<file path="src/rtl/xgmii_64b66b_encoder_if.sv">
// XGMII-to-PCS encoder bus: input word (valid/data/control) and the encoded 66-bit block.
// The master drives the XGMII word; the slave (the encoder) returns the block.
interface xgmii_64b66b_encoder_if;
   logic        i_valid;
   logic [63:0] i_txd;
   logic [7:0]  i_txc;
   logic [65:0] o_block;
   logic        o_valid;

   modport master (
      output i_valid,
      output i_txd,
      output i_txc,
      input  o_block,
      input  o_valid
   );

   modport slave (
      input  i_valid,
      input  i_txd,
      input  i_txc,
      output o_block,
      output o_valid
   );
endinterface

</file>
<file path="src/rtl/xgmii_64b66b_encoder.sv">
// XGMII 64-bit data / 8-bit control to 64b/66b block encoder with transmit state machine.
// Illegal sequences are replaced by error blocks; saturating error and packet counters.
// Optional macro SCRAMBLER_EN enables the x^58+x^39+1 self-synchronous payload scrambler.
module xgmii_64b66b_encoder #(
   parameter int unsigned ERR_CNT_W = 16
) (
   input  logic                 clk,
   input  logic                 i_rst_n,
   xgmii_64b66b_encoder_if.slave bus_io,
   output logic [ERR_CNT_W-1:0] o_err_cnt,
   output logic [ERR_CNT_W-1:0] o_pkt_cnt
);

   typedef enum logic [1:0] {StInit, StC, StD, StE} tx_state_e;
   typedef enum logic [2:0] {ClsC, ClsS, ClsD, ClsT, ClsE} cls_e;

   localparam logic [7:0] CharIdle  = 8'h07;
   localparam logic [7:0] CharError = 8'hFE;
   localparam logic [7:0] CharStart = 8'hFB;
   localparam logic [7:0] CharTerm  = 8'hFD;

   localparam logic [63:0] EBlock = {7'h1E, 7'h1E, 7'h1E, 7'h1E,
                                     7'h1E, 7'h1E, 7'h1E, 7'h1E, 8'h1E};

   logic        valid;
   logic [63:0] txd;
   logic [7:0]  txc;

   assign valid = bus_io.i_valid;
   assign txd   = bus_io.i_txd;
   assign txc   = bus_io.i_txc;

   tx_state_e tx_state_q, tx_state_d;
   cls_e      cls;
   cls_e      emit;
   logic [2:0] t_lane;

   logic [63:0] payload;
   logic [63:0] payload_tx;
   logic [1:0]  sync;

   logic [65:0]          block_q, block_d;
   logic                 valid_q;
   logic [ERR_CNT_W-1:0] err_cnt_q, err_cnt_d;
   logic [ERR_CNT_W-1:0] pkt_cnt_q, pkt_cnt_d;

   // Classify the incoming word as C, S, D, Tk or E.
   always_comb begin
      logic       ctl_ok;
      logic       is_t;
      logic       tail_ok;
      logic [7:0] t_mask;
      ctl_ok = 1'b1;
      is_t   = 1'b0;
      t_lane = 3'd0;
      for (int i = 0; i < 8; i++) begin
         if (txd[8*i +: 8] != CharIdle && txd[8*i +: 8] != CharError) begin
            ctl_ok = 1'b0;
         end
      end
      // Tk: data lanes below k, FD at k, idles above k.
      for (int k = 0; k < 8; k++) begin
         t_mask  = 8'hFF << k;
         tail_ok = 1'b1;
         for (int j = k + 1; j < 8; j++) begin
            if (txd[8*j +: 8] != CharIdle) begin
               tail_ok = 1'b0;
            end
         end
         if (txc == t_mask && txd[8*k +: 8] == CharTerm && tail_ok) begin
            is_t   = 1'b1;
            t_lane = 3'(k);
         end
      end
      if (txc == 8'hFF && ctl_ok) begin
         cls = ClsC;
      end else if (txc == 8'h01 && txd[7:0] == CharStart) begin
         cls = ClsS;
      end else if (txc == 8'h00) begin
         cls = ClsD;
      end else if (is_t) begin
         cls = ClsT;
      end else begin
         cls = ClsE;
      end
   end

   // Transmit state register; advances only on valid words.
   always_ff @(posedge clk or negedge i_rst_n) begin
      if (!i_rst_n) begin
         tx_state_q <= StInit;
      end else begin
         tx_state_q <= tx_state_d;
      end
   end

   // Next transmit state from current state and input class.
   always_comb begin
      tx_state_d = tx_state_q;
      if (valid) begin
         unique case (tx_state_q)
            StInit, StC: begin
               if (cls == ClsC) begin
                  tx_state_d = StC;
               end else if (cls == ClsS) begin
                  tx_state_d = StD;
               end else begin
                  tx_state_d = StE;
               end
            end
            StD: begin
               if (cls == ClsD) begin
                  tx_state_d = StD;
               end else if (cls == ClsT) begin
                  tx_state_d = StC;
               end else begin
                  tx_state_d = StE;
               end
            end
            StE: begin
               unique case (cls)
                  ClsC, ClsT: tx_state_d = StC;
                  ClsS, ClsD: tx_state_d = StD;
                  default:    tx_state_d = StE;
               endcase
            end
            default: tx_state_d = StE;
         endcase
      end
   end

   // Block type to emit: the input class if legal in this state, otherwise an error block.
   always_comb begin
      emit = ClsE;
      unique case (tx_state_q)
         StInit, StC: emit = (cls == ClsC || cls == ClsS) ? cls : ClsE;
         StD:         emit = (cls == ClsD || cls == ClsT) ? cls : ClsE;
         default:     emit = cls;
      endcase
   end

   // Build sync header and unscrambled payload for the emitted block type.
   always_comb begin
      payload = '0;
      sync    = 2'b01;
      unique case (emit)
         ClsD: begin
            payload = txd;
            sync    = 2'b10;
         end
         ClsC: begin
            payload[7:0] = 8'h1E;
            for (int i = 0; i < 8; i++) begin
               payload[8 + 7*i +: 7] = (txd[8*i +: 8] == CharError) ? 7'h1E : 7'h00;
            end
         end
         ClsS: begin
            payload = {txd[63:8], 8'h78};
         end
         ClsT: begin
            unique case (t_lane)
               3'd0:    payload[7:0] = 8'h87;
               3'd1:    payload[7:0] = 8'h99;
               3'd2:    payload[7:0] = 8'hAA;
               3'd3:    payload[7:0] = 8'hB4;
               3'd4:    payload[7:0] = 8'hCC;
               3'd5:    payload[7:0] = 8'hD2;
               3'd6:    payload[7:0] = 8'hE1;
               default: payload[7:0] = 8'hFF;
            endcase
            // Pad bits and idle codes after the data lanes are all zero.
            for (int j = 0; j < 7; j++) begin
               if (j < int'(t_lane)) begin
                  payload[8 + 8*j +: 8] = txd[8*j +: 8];
               end
            end
         end
         default: begin
            payload = EBlock;
         end
      endcase
   end

`ifdef SCRAMBLER_EN
   logic [57:0] scr_q, scr_d;

   // Serial scramble from payload bit 0 upward; feedback uses scrambled bits.
   always_comb begin
      logic [57:0] s;
      s          = scr_q;
      payload_tx = '0;
      for (int b = 0; b < 64; b++) begin
         payload_tx[b] = payload[b] ^ s[38] ^ s[57];
         s             = {s[56:0], payload_tx[b]};
      end
      scr_d = s;
   end

   // Scrambler state; holds while the input is not valid.
   always_ff @(posedge clk or negedge i_rst_n) begin
      if (!i_rst_n) begin
         scr_q <= '1;
      end else if (valid) begin
         scr_q <= scr_d;
      end
   end
`else
   assign payload_tx = payload;
`endif

   assign block_d = {payload_tx, sync};

   // Saturating counters for error and terminate blocks.
   always_comb begin
      err_cnt_d = err_cnt_q;
      pkt_cnt_d = pkt_cnt_q;
      if (valid && emit == ClsE && err_cnt_q != '1) begin
         err_cnt_d = err_cnt_q + ERR_CNT_W'(1);
      end
      if (valid && emit == ClsT && pkt_cnt_q != '1) begin
         pkt_cnt_d = pkt_cnt_q + ERR_CNT_W'(1);
      end
   end

   // Output block, valid and counters; block holds while input is not valid.
   always_ff @(posedge clk or negedge i_rst_n) begin
      if (!i_rst_n) begin
         block_q   <= '0;
         valid_q   <= 1'b0;
         err_cnt_q <= '0;
         pkt_cnt_q <= '0;
      end else begin
         valid_q   <= valid;
         err_cnt_q <= err_cnt_d;
         pkt_cnt_q <= pkt_cnt_d;
         if (valid) begin
            block_q <= block_d;
         end
      end
   end

   assign bus_io.o_block = block_q;
   assign bus_io.o_valid = valid_q;
   assign o_err_cnt      = err_cnt_q;
   assign o_pkt_cnt      = pkt_cnt_q;

endmodule
</file>
<file path="src/flat_wrapper.sv">
// flat-port wrapper written by rule: the top's interface ports become plain ports
module xgmii_64b66b_encoder_flat 
#(
   parameter int unsigned ERR_CNT_W = 16
)
  (clk, i_rst_n, o_err_cnt, o_pkt_cnt, bus_io_i_valid, bus_io_i_txd, bus_io_i_txc, bus_io_o_block, bus_io_o_valid);
  xgmii_64b66b_encoder_if bus_io_i ();
  input  logic clk;
  input  logic i_rst_n;
  output logic [ERR_CNT_W-1:0] o_err_cnt;
  output logic [ERR_CNT_W-1:0] o_pkt_cnt;
  input wire logic [$bits(bus_io_i.i_valid)-1:0] bus_io_i_valid;
  input wire logic [$bits(bus_io_i.i_txd)-1:0] bus_io_i_txd;
  input wire logic [$bits(bus_io_i.i_txc)-1:0] bus_io_i_txc;
  output wire logic [$bits(bus_io_i.o_block)-1:0] bus_io_o_block;
  output wire logic [$bits(bus_io_i.o_valid)-1:0] bus_io_o_valid;
  assign bus_io_i.i_valid = bus_io_i_valid;
  assign bus_io_i.i_txd = bus_io_i_txd;
  assign bus_io_i.i_txc = bus_io_i_txc;
  assign bus_io_o_block = bus_io_i.o_block;
  assign bus_io_o_valid = bus_io_i.o_valid;
  xgmii_64b66b_encoder #(.ERR_CNT_W(ERR_CNT_W)) u_core (.clk(clk), .i_rst_n(i_rst_n), .bus_io(bus_io_i), .o_err_cnt(o_err_cnt), .o_pkt_cnt(o_pkt_cnt));
endmodule
</file>
<file path="config.mk">
export PLATFORM = sky130hd
export DESIGN_NAME = xgmii_64b66b_encoder_flat
export DESIGN_NICKNAME = d
export VERILOG_FILES = /design/src/rtl/xgmii_64b66b_encoder_if.sv /design/src/rtl/xgmii_64b66b_encoder.sv /design/src/flat_wrapper.sv
export SDC_FILE = /design/constraint.sdc
export NUM_CORES = 1
export LEC_CHECK = 0
export CELL_PAD_IN_SITES_DETAIL_PLACEMENT = 0
export CELL_PAD_IN_SITES_GLOBAL_PLACEMENT = 1
export CORE_MARGIN = 3
export CORE_UTILIZATION = 35
export DETAILED_ROUTE_END_ITERATION = 10
export GPL_TIMING_DRIVEN = 0
export PLACE_DENSITY = 0.85
export RECOVER_POWER = 25
export SLEW_MARGIN = 25
export SYNTH_ARGS = -nofsm -noshare
export SYNTH_HDL_FRONTEND = slang
export SYNTH_SLANG_ARGS = --single-unit
</file>
<file path="constraint.sdc">
create_clock -name clk -period 6.7 [get_ports clk]
set_clock_uncertainty 0.2 [all_clocks]
set_input_delay 1.34 -clock clk [delete_from_list [all_inputs] [get_ports clk]]
set_output_delay 1.34 -clock clk [all_outputs]
set_load 0.01 [all_outputs]
</file>
==> metrics.csv, run 1 <==
metric,value,unit
outcome,"complete, but fails checks",
violations,"capacitance limit, slew limit",
synth_seq_cells,101,
synth_area,0.00641,mm²
finalSetupViolCount,0,
ir_drop,115,µV
dieHeight,141,µm
final_hold_viol_count,0,
syn_nets,779,
grt_pass1_vias,6282,
nNetsFinal,959,
power_leakage,0.00333,µW
r2r_slack,3.84,ns
min_path_cells,1,
crit_chain,"clkdlybuf4s50_1, or4b_1, nor3_2, o22ai_1, and4b_1, and2_1, clkbuf_1, o211ai_1, a32oi_1, a21oi_1",
path_clk_slew,0.07,ns
synthCells,698,
grt_pass1_wl,37.3,mm
dieArea,0.0200,mm²
rows,48,
cts_buffers,9,
instances_no_fill,1108,
startpoint_type,input pin,
finalCriticalPeriod,4.81,ns
yosys-top-cells-area,"dfrtp_1, nor2_1, a21oi_1",
clockRootBuffer,clkbuf_16,
cts_setup_buffers,0,
vias_per_cell,5.84,
place_congestion,0.951,
tritoncts,done,
setup_slack,1.89,ns
hp-class,flop to flop,
crit_arrival,4.82,ns
drt-wirelength-per-cell,21.8,µm
synthToLayoutAreaGrowth,35.8,%
hold_slack,0.283,ns
gr-total-overflow,0,
io_buffers,168,
rr_worst_depth,10,
fmax,208,MHz
grt_max_degree,59,
crit_path_end_kind,flop,
ys_async_sr_fraction,100,%
num_vias,6470,
finalSetupTns,0,ns
final_cell_area,0.00871,mm²
critPathTopFamily,compound AO/OA/AOI/OAI gates,
dpl_cell_area,0.00840,mm²
crit_buf_inv,2,
r2r_end,u_core.o_err_cnt[9],
rsz0062_at_grt,no,
insertion_delay,0.36,ns
yosys.area.top_type_share,39.4,%
slew_violations,44,
ys_warn_count,0,
ios,174,
cp_max_fo,6,
worstReg2RegStart,u_core.tx_state_q[1],
ys_seq_area_share,39.4,%
core-area,0.0176,mm²
yosys.area.top_type,dfrtp_1,
synth.avg_cell_area,9.19,µm²
crit_slowest_cell,clkdlybuf4s50_1,
cap_violations,1,
grt_use_total,23.9,%
max_stage_delay,0.64,ns
antenna_found_initial,0,
routed_wl,24.2,mm
drcViolationCount,0,
synth_most_common_cell,dfrtp_1,
pre_cts_slack,1.64,ns
cts-resized-gates,0,
post-place-cells,1092,
critPathRequiredTime,6.71,ns
tightest_slew,2.62,ns
period_share,71.8,%
initial_core_util,36.4,%
die_x,141,µm
cts-hold-fix-buffers,0,
firstDrtPassIters,5,
hold_end,u_core.bus_io.o_block[2],
yosys-top-cells-count,"dfrtp_1, nor2_1, nand2_1, a21oi_1",
slew_headroom,-74.8,%
synth_edf_count,0,
insertedDiodeCount,0,
critical_path_class,input pin to flop,
dpl.hpwl,18.8,mm
ctsHtreeMaxLevel,3,
synthFlopType,dfrtp_1,
cts_buffer_depth,2,
hp-start,u_core.bus_io.o_block[2],
drive_above_1_share,9.63,%
ant_nets,0,
drtIter0Drc,512,
cts.sink_count,101,
synth_cell_type_count,83,
pwr_density_cell,170,mW/mm²
==> how the worst max path moves through the flow <==
| stage | startpoint | end | slack (ns) | cells after the start |
|---|---|---|---|---|
| 2_1_floorplan | bus_io_i_txc[0] | u_core.bus_io.o_block[15] | 2.57 | 13 |
| 3_3_place_gp | i_rst_n | u_core.bus_io.o_block[27] | 0.09 | 1 |
| 3_5_place_dp | bus_io_i_txd[32] | u_core.bus_io.o_block[53] | 1.64 | 10 |
| 4_1_cts | bus_io_i_txd[32] | u_core.bus_io.o_block[54] | 2.00 | 10 |
| 5_1_grt | bus_io_i_txc[2] | u_core.bus_io.o_block[53] | 1.76 | 10 |
| 6_report | bus_io_i_txd[32] | u_core.bus_io.o_block[55] | 1.89 | 10 |
==> logic make-up after synthesis <==
family          count (synthesis)  share of synthesized area [%]
buf+inv                        61                           4.68
compound gates                177                           20.6
xor+xnor                       29                           3.96
mux                             5                          0.858
simple gates                  319                           29.3
fa+ha+maj                       6                           1.17
flops                         101                           39.4
==> power breakdown <==
part,total (µW),internal [µW],switching (µW)
clock network,561,313,248
registers,661,634,26.7
logic,262,117,145
total,1480,1060,419
==> metal layers <==
| metal | GRT usage (%) | routed length [µm] | up-vias |
|---|---|---|---|
| met5 | 0 | 0 | - |
| met4 | 6.17 | 417 | 0 |
| met3 | 4.28 | 1980 | 29 |
| met2 | 36.5 | 10700 | 284 |
| met1 | 35.0 | 11100 | 3145 |
| li1 | - | - | 3012 |
==> flip-flops by register name, indices dropped and copies added, names as in the netlist <==
name / flops
u_core.bus_io.o_valid: 1
u_core.bus_io.o_block: 66
u_core.tx_state_q: 2
u_core.o_err_cnt: 16
u_core.o_pkt_cnt: 16
==> stage by stage <==
step	utilization (%)	total power (µW)
final	49.5	1480
after global routing	49.5	1540
after CTS	49.5	1500
after detailed placement	47.8	936
after global placement	47.6	933
after floorplan	-	774
==> layout make-up <==
class	count	area (µm²)
Inverter	28	105
Tap cell	225	282
Clock buffer	12	256
Timing Repair Buffer	169	1700
Sequential cell	101	2530
Clock inverter	4	52.6
Fill cell	1692	8890
Multi-Input combinational cell	536	3580
Buffer	33	195
==> layout by cell type (no fill, tap or decap), drive strengths merged, types with 3 or more instances in the layout <==
| cell | n |
|---|---|
| a211o | 10 |
| a211oi | 5 |
| a21o | 4 |
| a21oi | 50 |
| a221o | 11 |
| a221oi | 6 |
| a22oi | 23 |
| a31oi | 11 |
| a32oi | 5 |
| and2 | 5 |
| and3 | 11 |
| and4 | 9 |
| buf | 17 |
| clkbuf | 29 |
| clkdlybuf4s50 | 166 |
| dfrtp | 101 |
| ha | 6 |
| inv | 29 |
| mux2 | 4 |
| nand2 | 62 |
| nand3 | 28 |
| nand4 | 31 |
| nand4b | 9 |
| nor2 | 77 |
| nor2b | 11 |
| nor3 | 25 |
| nor4 | 21 |
| o211a | 3 |
| o211ai | 15 |
| o21ai | 9 |
| o22ai | 7 |
| or4 | 11 |
| or4b | 4 |
| xnor2 | 16 |
| xor2 | 13 |
Power figures use the tool's default switching activity.
==> run 2, diff against run 1 <==
- clock period: 6.7 -> 4.9 ns (I/O delays scaled with it)
==> metrics.csv, run 2 (same netlist as run 1, synthesis figures left out) <==
metric,value,unit,change
drive_above_1_share,9.63,%,unchanged
worstReg2RegStart,u_core.tx_state_q[1],,unchanged
nNetsFinal,959,,unchanged
dieArea,0.0200,mm²,unchanged
firstDrtPassIters,5,,unchanged
gr-total-overflow,0,,unchanged
insertedDiodeCount,0,,unchanged
grt_pass1_vias,6282,,unchanged
r2r_slack,2.04,ns,was 3.84 ns
outcome,"complete, but fails checks",,unchanged
period_share,90.8,%,
tritoncts,done,,unchanged
num_vias,6460,,was 6470
rows,48,,unchanged
critical_path_class,input pin to flop,,unchanged
antenna_found_initial,0,,unchanged
slew_headroom,-65.9,%,was -74.8%
routed_wl,24.2,mm,about the same
drcViolationCount,0,,unchanged
final_hold_viol_count,0,,unchanged
violations,"capacitance limit, slew limit",,unchanged
clockRootBuffer,clkbuf_16,,unchanged
synthToLayoutAreaGrowth,35.4,%,was 35.8%
initial_core_util,36.4,%,unchanged
fin_util,49.3,%,was 49.5%
fmax,225,MHz,
critPathRequiredTime,4.91,ns,was 6.71 ns
largest_reg_flops,66,,unchanged
vias_per_cell,5.83,,was 5.84
tightest_slew,2.49,ns,was 2.62 ns
ant_nets,0,,unchanged
hp-class,flop to flop,,unchanged
finalSetupViolCount,0,,unchanged
crit_arrival,4.46,ns,was 4.82 ns
cts_buffers,9,,unchanged
hold_end,u_core.bus_io.o_block[2],,unchanged
grt_use_total,23.9,%,unchanged
drtIter0Drc,519,,was 512
ctsHtreeMaxLevel,3,,unchanged
final_common_cell,clkdlybuf4s50_1,,unchanged
power_leakage,0.00332,µW,was 0.00333 µW
dieHeight,141,µm,unchanged
grt_pass1_wl,37.3,mm,unchanged
rsz0062_at_grt,no,,unchanged
slew_violations,45,,was 44
io_buffers,168,,unchanged
cts-hold-fix-buffers,0,,unchanged
cap_violations,1,,unchanged
place_congestion,0.951,,unchanged
r2r_end,u_core.o_err_cnt[9],,unchanged
startpoint_type,input pin,,unchanged
final_cell_mix,"clkdlybuf4s50_1, dfrtp_1, nor2_1, nand2_1, a21oi_1",,unchanged
cp_max_fo,6,,unchanged
finalCriticalPeriod,4.45,ns,
core-area,0.0176,mm²,unchanged
grt_max_degree,59,,unchanged
drt-wirelength-per-cell,21.8,µm,about the same
cts_buffer_depth,2,,unchanged
hp-start,u_core.bus_io.o_block[2],,unchanged
rr_worst_depth,10,,unchanged
cts.sink_count,101,,unchanged
insertion_delay,0.36,ns,about the same
dpl.hpwl,18.8,mm,unchanged
die_x,141,µm,unchanged
cts-resized-gates,0,,unchanged
finalPower,2030,µW,was 1480 µW
pwr_density_cell,233,mW/mm²,was 170 mW/mm²
path_clk_slew,0.07,ns,about the same
cts_setup_buffers,0,,unchanged
ir_drop,158,µV,was 115 µV
crit_path_end_kind,flop,,unchanged
min_path_cells,1,,unchanged
ios,174,,unchanged
run 2: cell types whose count changed in the layout (fill, tap and decap cells not counted):
| cell | before | now |
|---|---|---|
| buf_16 | 1 | 0 |
| clkbuf_2 | 0 | 1 |
run 2: final cells by class:
class	instances	area, µm²
flip-flops and latches	101	2530
plain buffers	33	195
clock inverters	4	52.6
well taps	225	282
fillers	1693	8910
repair buffers	169	1680
clock buffers	12	256
multi-input cells	536	3580
inverters	28	105
run 2: worst max path at each step:
stage	from	to	slack (ns)	cells after the start
after floorplan	bus_io_i_txc[0]	u_core.bus_io.o_block[15]	1.13	13
after global placement	i_rst_n	u_core.bus_io.o_block[27]	-1.35	1
after detailed placement	bus_io_i_txd[32]	u_core.bus_io.o_block[53]	0.20	10
after CTS	bus_io_i_txd[32]	u_core.bus_io.o_block[54]	0.56	10
after global routing	i_rst_n	u_core.bus_io.o_block[18]	0.18	2
final	bus_io_i_txd[32]	u_core.bus_io.o_block[55]	0.45	10
run 2: power breakdown:
| group | switching [µW] | internal (µW) |
|---|---|---|
| combinational | 197 | 158 |
| clock | 339 | 428 |
| sequential | 36.5 | 868 |
run 2: through the flow:
| step | setup slack, ns | hold slack, ns | instances | TNS (ns) | area (µm²) |
|---|---|---|---|---|---|
| after floorplan | 1.13 | 0.315 | 698 | 0 | 6410 |
| after global placement | -1.35 | 0.267 | 1091 | -135.39 | 8380 |
| after detailed placement | 0.195 | 0.274 | 1092 | 0 | 8400 |
| after CTS | 0.556 | 0.290 | 1108 | 0 | 8710 |
| after global routing | 0.176 | 0.304 | 1108 | 0 | 8680 |
| final | 0.451 | 0.283 | 1108 | 0 | 8680 |
run 2: per-layer routing:
metal	share of wire (%)	routed length, µm	GRT usage, %	up-vias
met5	0	0	0	-
met3	7.8	1880	4.28	29
met2	44	10700	36.5	270
li1	-	-	-	3012
met1	46	11100	35.0	3149
met4	1.7	418	6.17	0
run 2: worst max-delay path, cell delays in order:
cell             delay [ns]
clkdlybuf4s50_1        0.64
or4b_1                 0.48
nor3_2                 0.32
o22ai_1                0.18
and4b_1                0.30
and2_1                 0.12
clkbuf_1               0.31
o211ai_1               0.35
a32oi_1                0.63
a21oi_1                0.13
